--- src/rtl/seq_det_prog_pkg.sv ---
// rtl/seq_det_prog_pkg.sv - shared constants and helpers for the programmable sequence detector
// Purpose: default geometry and reset configuration of seq_det_prog, plus the
//          config-length legality check shared by the top level.
// Ports:   none (package)
package seq_det_prog_pkg;

  // Hard ceiling on the history width the detector supports.
  localparam int unsigned SEQ_MAX_LEN_LIMIT = 32;

  localparam int unsigned SEQ_MAX_LEN_DEF = 16;
  localparam int unsigned SEQ_DEF_LEN     = 3;
  localparam logic [SEQ_MAX_LEN_LIMIT-1:0] SEQ_DEF_PATTERN = 32'h0000_0007;
  localparam int unsigned SEQ_CNT_W_DEF   = 8;

  // A pattern length is usable only if it lies within 1..max_len.
  function automatic logic len_legal(input int unsigned len, input int unsigned max_len);
    return (len >= 1) && (len <= max_len);
  endfunction

endpackage

--- src/rtl/seq_hist_shreg.sv ---
// rtl/seq_hist_shreg.sv - serial history shift register with saturating fill counter
// Purpose: keeps the last MAX_LEN received bits (LSB = newest) and how many of
//          them are valid, saturating at the active pattern length.
// Ports:   clk_i/rst_i       clock, synchronous active-high reset
//          shift_i           accept d_i into the history this cycle
//          clear_i           empty history and fill (config reload)
//          drop_fill_i       on a shift, restart fill at 0 instead of advancing
//          d_i               serial data bit
//          len_i             active pattern length (fill saturation point)
//          hist_nxt_o        history as it would be after shifting d_i in
//          fill_nxt_o        fill as it would be after shifting d_i in
module seq_hist_shreg #(
  parameter int unsigned MAX_LEN = 16,
  parameter int unsigned LEN_W   = 5
) (
  input  logic               clk_i,
  input  logic               rst_i,
  input  logic               shift_i,
  input  logic               clear_i,
  input  logic               drop_fill_i,
  input  logic               d_i,
  input  logic [LEN_W-1:0]   len_i,
  output logic [MAX_LEN-1:0] hist_nxt_o,
  output logic [LEN_W-1:0]   fill_nxt_o
);

  logic [MAX_LEN-1:0] hist_q;
  logic [LEN_W-1:0]   fill_q;
  logic [LEN_W:0]     fill_inc;

  // One extra bit so fill+1 cannot wrap when MAX_LEN is one below a power of two.
  assign fill_inc   = {1'b0, fill_q} + {{LEN_W{1'b0}}, 1'b1};
  assign hist_nxt_o = {hist_q[MAX_LEN-2:0], d_i};
  assign fill_nxt_o = (fill_inc >= {1'b0, len_i}) ? len_i : fill_inc[LEN_W-1:0];

  always_ff @(posedge clk_i) begin
    if (rst_i || clear_i) begin
      hist_q <= '0;
      fill_q <= '0;
    end else if (shift_i) begin
      hist_q <= hist_nxt_o;
      fill_q <= drop_fill_i ? '0 : fill_nxt_o;
    end
  end

endmodule

--- src/rtl/seq_det_prog.sv ---
// rtl/seq_det_prog.sv - runtime-programmable serial bit-sequence detector
// Purpose: flags when the last len valid bits equal the programmed pattern,
//          with overlap/non-overlap mode and a saturating match counter.
// Ports:   clk, rst                 clock, synchronous active-high reset
//          d_in, in_valid           serial data and its qualifier
//          cfg_we, cfg_pattern,
//          cfg_len, cfg_overlap     configuration write port
//          d_out                    one-cycle registered match pulse
//          match_cnt                saturating count of matches since reset
//          cfg_err                  one-cycle pulse on a rejected config write
module seq_det_prog
  import seq_det_prog_pkg::*;
#(
  parameter int unsigned        MAX_LEN     = SEQ_MAX_LEN_DEF,
  parameter int unsigned        DEF_LEN     = SEQ_DEF_LEN,
  parameter logic [MAX_LEN-1:0] DEF_PATTERN = SEQ_DEF_PATTERN[MAX_LEN-1:0],
  parameter bit                 DEF_OVERLAP = 1'b0,
  parameter int unsigned        CNT_W       = SEQ_CNT_W_DEF,
  localparam int unsigned       LEN_W       = $clog2(MAX_LEN + 1)
) (
  input  logic               clk,
  input  logic               rst,
  input  logic               d_in,
  input  logic               in_valid,
  input  logic               cfg_we,
  input  logic [MAX_LEN-1:0] cfg_pattern,
  input  logic [LEN_W-1:0]   cfg_len,
  input  logic               cfg_overlap,
  output logic               d_out,
  output logic [CNT_W-1:0]   match_cnt,
  output logic               cfg_err
);

  if (MAX_LEN < 2 || MAX_LEN > SEQ_MAX_LEN_LIMIT) begin : g_bad_max_len
    $error("seq_det_prog: MAX_LEN out of range 2..32");
  end
  if (DEF_LEN < 1 || DEF_LEN > MAX_LEN) begin : g_bad_def_len
    $error("seq_det_prog: DEF_LEN out of range 1..MAX_LEN");
  end

  logic [MAX_LEN-1:0] pattern_q, pattern_d;
  logic [LEN_W-1:0]   len_q, len_d;
  logic               overlap_q, overlap_d;
  logic               dout_q, dout_d;
  logic               err_q, err_d;
  logic [CNT_W-1:0]   cnt_q, cnt_d;

  logic               len_ok;
  logic               cfg_load;
  logic               sample;
  logic               match;
  logic [MAX_LEN-1:0] mask;
  logic [MAX_LEN-1:0] hist_nxt;
  logic [LEN_W-1:0]   fill_nxt;

  assign len_ok   = len_legal(32'(cfg_len), MAX_LEN);
  assign cfg_load = cfg_we && len_ok;
  // A config write always swallows the coincident data bit, legal or not.
  assign sample   = in_valid && !cfg_we;

  // Bits above the active length take no part in the compare.
  always_comb begin
    mask = '0;
    for (int i = 0; i < int'(MAX_LEN); i++) begin
      mask[i] = (i < int'(len_q));
    end
  end

  // Judged on the post-shift view so d_out lands exactly one cycle after the completing bit.
  assign match = sample && (((hist_nxt ^ pattern_q) & mask) == '0) && (fill_nxt == len_q);

  seq_hist_shreg #(
    .MAX_LEN (MAX_LEN),
    .LEN_W   (LEN_W)
  ) u_hist (
    .clk_i       (clk),
    .rst_i       (rst),
    .shift_i     (sample),
    .clear_i     (cfg_load),
    .drop_fill_i (match && !overlap_q),
    .d_i         (d_in),
    .len_i       (len_q),
    .hist_nxt_o  (hist_nxt),
    .fill_nxt_o  (fill_nxt)
  );

  always_comb begin
    pattern_d = pattern_q;
    len_d     = len_q;
    overlap_d = overlap_q;
    dout_d    = match;
    err_d     = cfg_we && !len_ok;
    cnt_d     = cnt_q;
    if (cfg_load) begin
      pattern_d = cfg_pattern;
      len_d     = cfg_len;
      overlap_d = cfg_overlap;
    end
    if (match && (cnt_q != {CNT_W{1'b1}})) begin
      cnt_d = cnt_q + CNT_W'(1);
    end
  end

  always_ff @(posedge clk) begin
    if (rst) begin
      pattern_q <= DEF_PATTERN;
      len_q     <= LEN_W'(DEF_LEN);
      overlap_q <= DEF_OVERLAP;
      dout_q    <= 1'b0;
      err_q     <= 1'b0;
      cnt_q     <= '0;
    end else begin
      pattern_q <= pattern_d;
      len_q     <= len_d;
      overlap_q <= overlap_d;
      dout_q    <= dout_d;
      err_q     <= err_d;
      cnt_q     <= cnt_d;
    end
  end

  assign d_out     = dout_q;
  assign match_cnt = cnt_q;
  assign cfg_err   = err_q;

endmodule

--- config.mk ---
export PLATFORM = sky130hd
export DESIGN_NAME = seq_det_prog
export DESIGN_NICKNAME = d
export VERILOG_FILES = /design/src/rtl/seq_det_prog_pkg.sv /design/src/rtl/seq_hist_shreg.sv /design/src/rtl/seq_det_prog.sv
export SDC_FILE = /design/constraint.sdc
export NUM_CORES = 1
export LEC_CHECK = 0
export CAP_MARGIN = 40
export CORE_MARGIN = 1
export CORE_UTILIZATION = 30
export DETAILED_ROUTE_END_ITERATION = 8
export PLACE_DENSITY = 0.49
export SYNTH_ARGS = -nofsm -noshare
export SYNTH_HDL_FRONTEND = slang
export SYNTH_SLANG_ARGS = --single-unit
--- constraint.sdc ---
create_clock -name clk -period 2.95 [get_ports clk]
set_input_delay 0.885 -clock clk [delete_from_list [all_inputs] [get_ports clk]]
set_output_delay 0.885 -clock clk [all_outputs]
set_load 0.01 [all_outputs]
==> qor.txt <==
Status -> finished, final reports clean
Sequential share of the synthesized area -> 0.392
Clk slew on worst S/H paths -> 0.10 ns
Hold path endpoint -> pattern_q[13]$_SDFFE_PP0P_
Layout cells sized above 1 -> 0.0824
Die Span X -> 96.1 um
Post-cts resize count -> 0
Max-cap violations -> 0
Clk buf depth -> 2
Port Buffer Count -> 36
Initial Util -> 0.317
Post-route DRC violation count -> 0
Worst reg-to-reg setup slack -> 0.43 ns
Std cell rows -> 33
PnR worst setup slack -> 0.269 ns
CTS H-Tree Depth -> 2
First-pass iteration count of the detailed router -> 4
CTS sink cnt -> 52
Peak supply drop -> 0.151 mV
Yosys reg bits -> 52
Initial detailed-routing violation count -> 100
EDFF count, synth -> 0
Die area -> 9230 um^2
Number of CTS-inserted buffers -> 5
First-pass GRT wire length -> 10.9 mm
Nets@finish -> 397
Number of hold buffers added after CTS -> 0
Reg-to-reg endpoint -> match_cnt[7]$_SDFFE_PP0P_
Share of Yosys cell area claimed by the top area cell type -> 0.392
Cell variety after synth -> 49
Power Dens Cells -> 436 nW/um^2
Grt ovf -> 0
RSZ-0062 raised after global routing -> false
Synthesized net count -> 360
Final HPWL DP -> 4.68 mm
Synth Area per Inst -> 8.14 um^2
Reg2reg start -> u_hist.fill_q[0]$_SDFFE_PP0P_
Clk Latency, worst-skew pair -> 0.31 ns
Minimum clock period -> 2.68 ns
Worst Clk Skew -> 0.00810 ns
CTS tree -> done
Tot Pwr -> 1420 uW
Total Neg Setup Slack -> 0 ns
Slew HR -> 0.732
DP Worst Slack -> -0.0354 ns
Setup CP Type -> input port to register
Core Region -> 8380 um^2
Die height -> 96.1 um
Critical hold path startpoint -> pattern_q[13]$_SDFFE_PP0P_
Most frequent cells after synthesis -> nand2_1 (76), dfxtp_1 (52), a21oi_1 (48)
Leak -> 0.00127 uW
Cells taking the most area after synthesis -> dfxtp_1 (39%), nand2_1 (11%), a21oi_1 (9.0%)
Via density per instance -> 4.97
Slew Limit Fails -> 0
Final hold vios -> 0
Area delta synth->final -> 22.7%
Via count -> 2333
Num ports -> 37
R2r worst-path depth -> 10
Largest net degree at the start of global routing -> 33
Crit path launch type -> input port
Mapped Cells -> 326
Worst setup EP type -> register
Final WL -> 6.42 mm
Routed wire length per instance -> 13.7 um
Min-Delay Path Class -> register to register
Initial antenna violation count -> 0
Number of global-route vias before repair -> 2226
Mapped cell area -> 2660 um^2
Leading area contributor after synthesis -> dfxtp_1
WP data arrival -> 2.92 ns
Ant. Diodes -> 0
RD Place Congestion -> 0.767
Clock root buffer -> clkbuf_8
Setup violators final -> 0
Worst EP required -> 3.19 ns
Postcts setup bufs -> 0
Max Fclk -> 373 MHz
Top FF cell, synth -> dfxtp_1
Tightest Pin Transition -> 0.401 ns
Async SR Flop Fraction -> 0
CP max FO -> 9
Fin crit share -> 0.909
Post-DRT Antenna Nets -> 0
Yosys Warn Count -> 0
Most common cell in the netlist -> nand2_1
Hold Crit Depth -> 2
Total GRT Usage -> 0.153
-- how the worst max path moves through the flow --
| stage | from | end | slack (ns) | depth (start not counted) |
|---|---|---|---|---|
| detailed placement | d_in | match_cnt[7]$_SDFFE_PP0P_ | -0.04 | 8 |
| CTS | d_in | match_cnt[7]$_SDFFE_PP0P_ | 0.28 | 8 |
| global route | d_in | match_cnt[5]$_SDFFE_PP0P_ | 0.11 | 8 |
| finish | d_in | match_cnt[7]$_SDFFE_PP0P_ | 0.27 | 8 |
| floorplan | u_hist.fill_q[0]$_SDFFE_PP0P_ | u_hist.fill_q[3]$_SDFFE_PP0P_ | 0.46 | 8 |
| global placement | d_in | match_cnt[5]$_SDFFE_PP0P_ | 0.006 | 8 |
-- cells by family after synthesis --
group,share of synthesized area
buf+inv,0.0457
compound gates,0.187
fa+ha+maj,0.0330
simple gates,0.229
mux,0.0118
xor+xnor,0.102
flops,0.392
-- flip-flops by register name (all words and copies together) (netlist names) --
register and count:
cfg_err 1, d_out 1, len_q 5, match_cnt 8, overlap_q 1, pattern_q 16, u_hist.fill_q 5, u_hist.hist_q 15
-- power breakdown --
part	switching [uW]	internal, uW	total [uW]
sequential	24.0	723	747
combinational	125	119	244
clock	242	188	431
total	391	1030	1420
-- layer usage --
layer	vias up	global-route usage	routed length (um)
met1	1096	0.210	3220
met5	-	0	0
li1	1199	-	-
met3	6	0.0269	187
met4	0	0.0373	62
met2	32	0.248	2960
-- critical path: stages --
cell	delay, ns
clkdlybuf4s50_1	0.43
xor2_1	0.21
a21oi_1	0.20
o2111ai_1	0.16
nor2_1	0.21
nand4_4	0.18
or4_1	0.50
a21oi_1	0.15
-- placed cells by master, fill, tap and decap left out, types with 4 or more instances in the layout --
| cell | Yosys | routed |
|---|---|---|
| a21oi_1 | 48 | 48 |
| buf_4 | 0 | 15 |
| clkbuf_8 | 0 | 6 |
| clkdlybuf4s50_1 | 0 | 36 |
| dfxtp_1 | 52 | 52 |
| ha_1 | 7 | 7 |
| inv_1 | 7 | 7 |
| nand2_1 | 76 | 76 |
| nand2b_1 | 4 | 4 |
| nand3_1 | 6 | 6 |
| nand4_1 | 4 | 4 |
| nor2_1 | 14 | 14 |
| o21ai_0 | 8 | 8 |
| o31ai_1 | 5 | 5 |
| or4_1 | 4 | 4 |
| xnor2_1 | 6 | 6 |
| xor2_1 | 17 | 17 |
-- layout make-up --
type / count / area, um^2
tap: 105 / 131
timing repair buffer: 51 / 473
fill: 902 / 5120
clock buffer: 6 / 82.6
inverter: 7 / 26.3
multi-input combinational: 246 / 1490
clock inverter: 2 / 10.0
sequential: 52 / 1040
-- through the flow --
step / hold slack, ns / area (um^2) / instances / util
floorplan: 0.437 / 2660 / 326 / -
global placement: 0.463 / 3160 / 461 / 0.378
detailed placement: 0.462 / 3160 / 461 / 0.378
CTS: 0.477 / 3260 / 469 / 0.389
global route: 0.499 / 3260 / 469 / 0.389
finish: 0.473 / 3260 / 469 / 0.389
No activity file was read; power rests on OpenSTA's default activity.
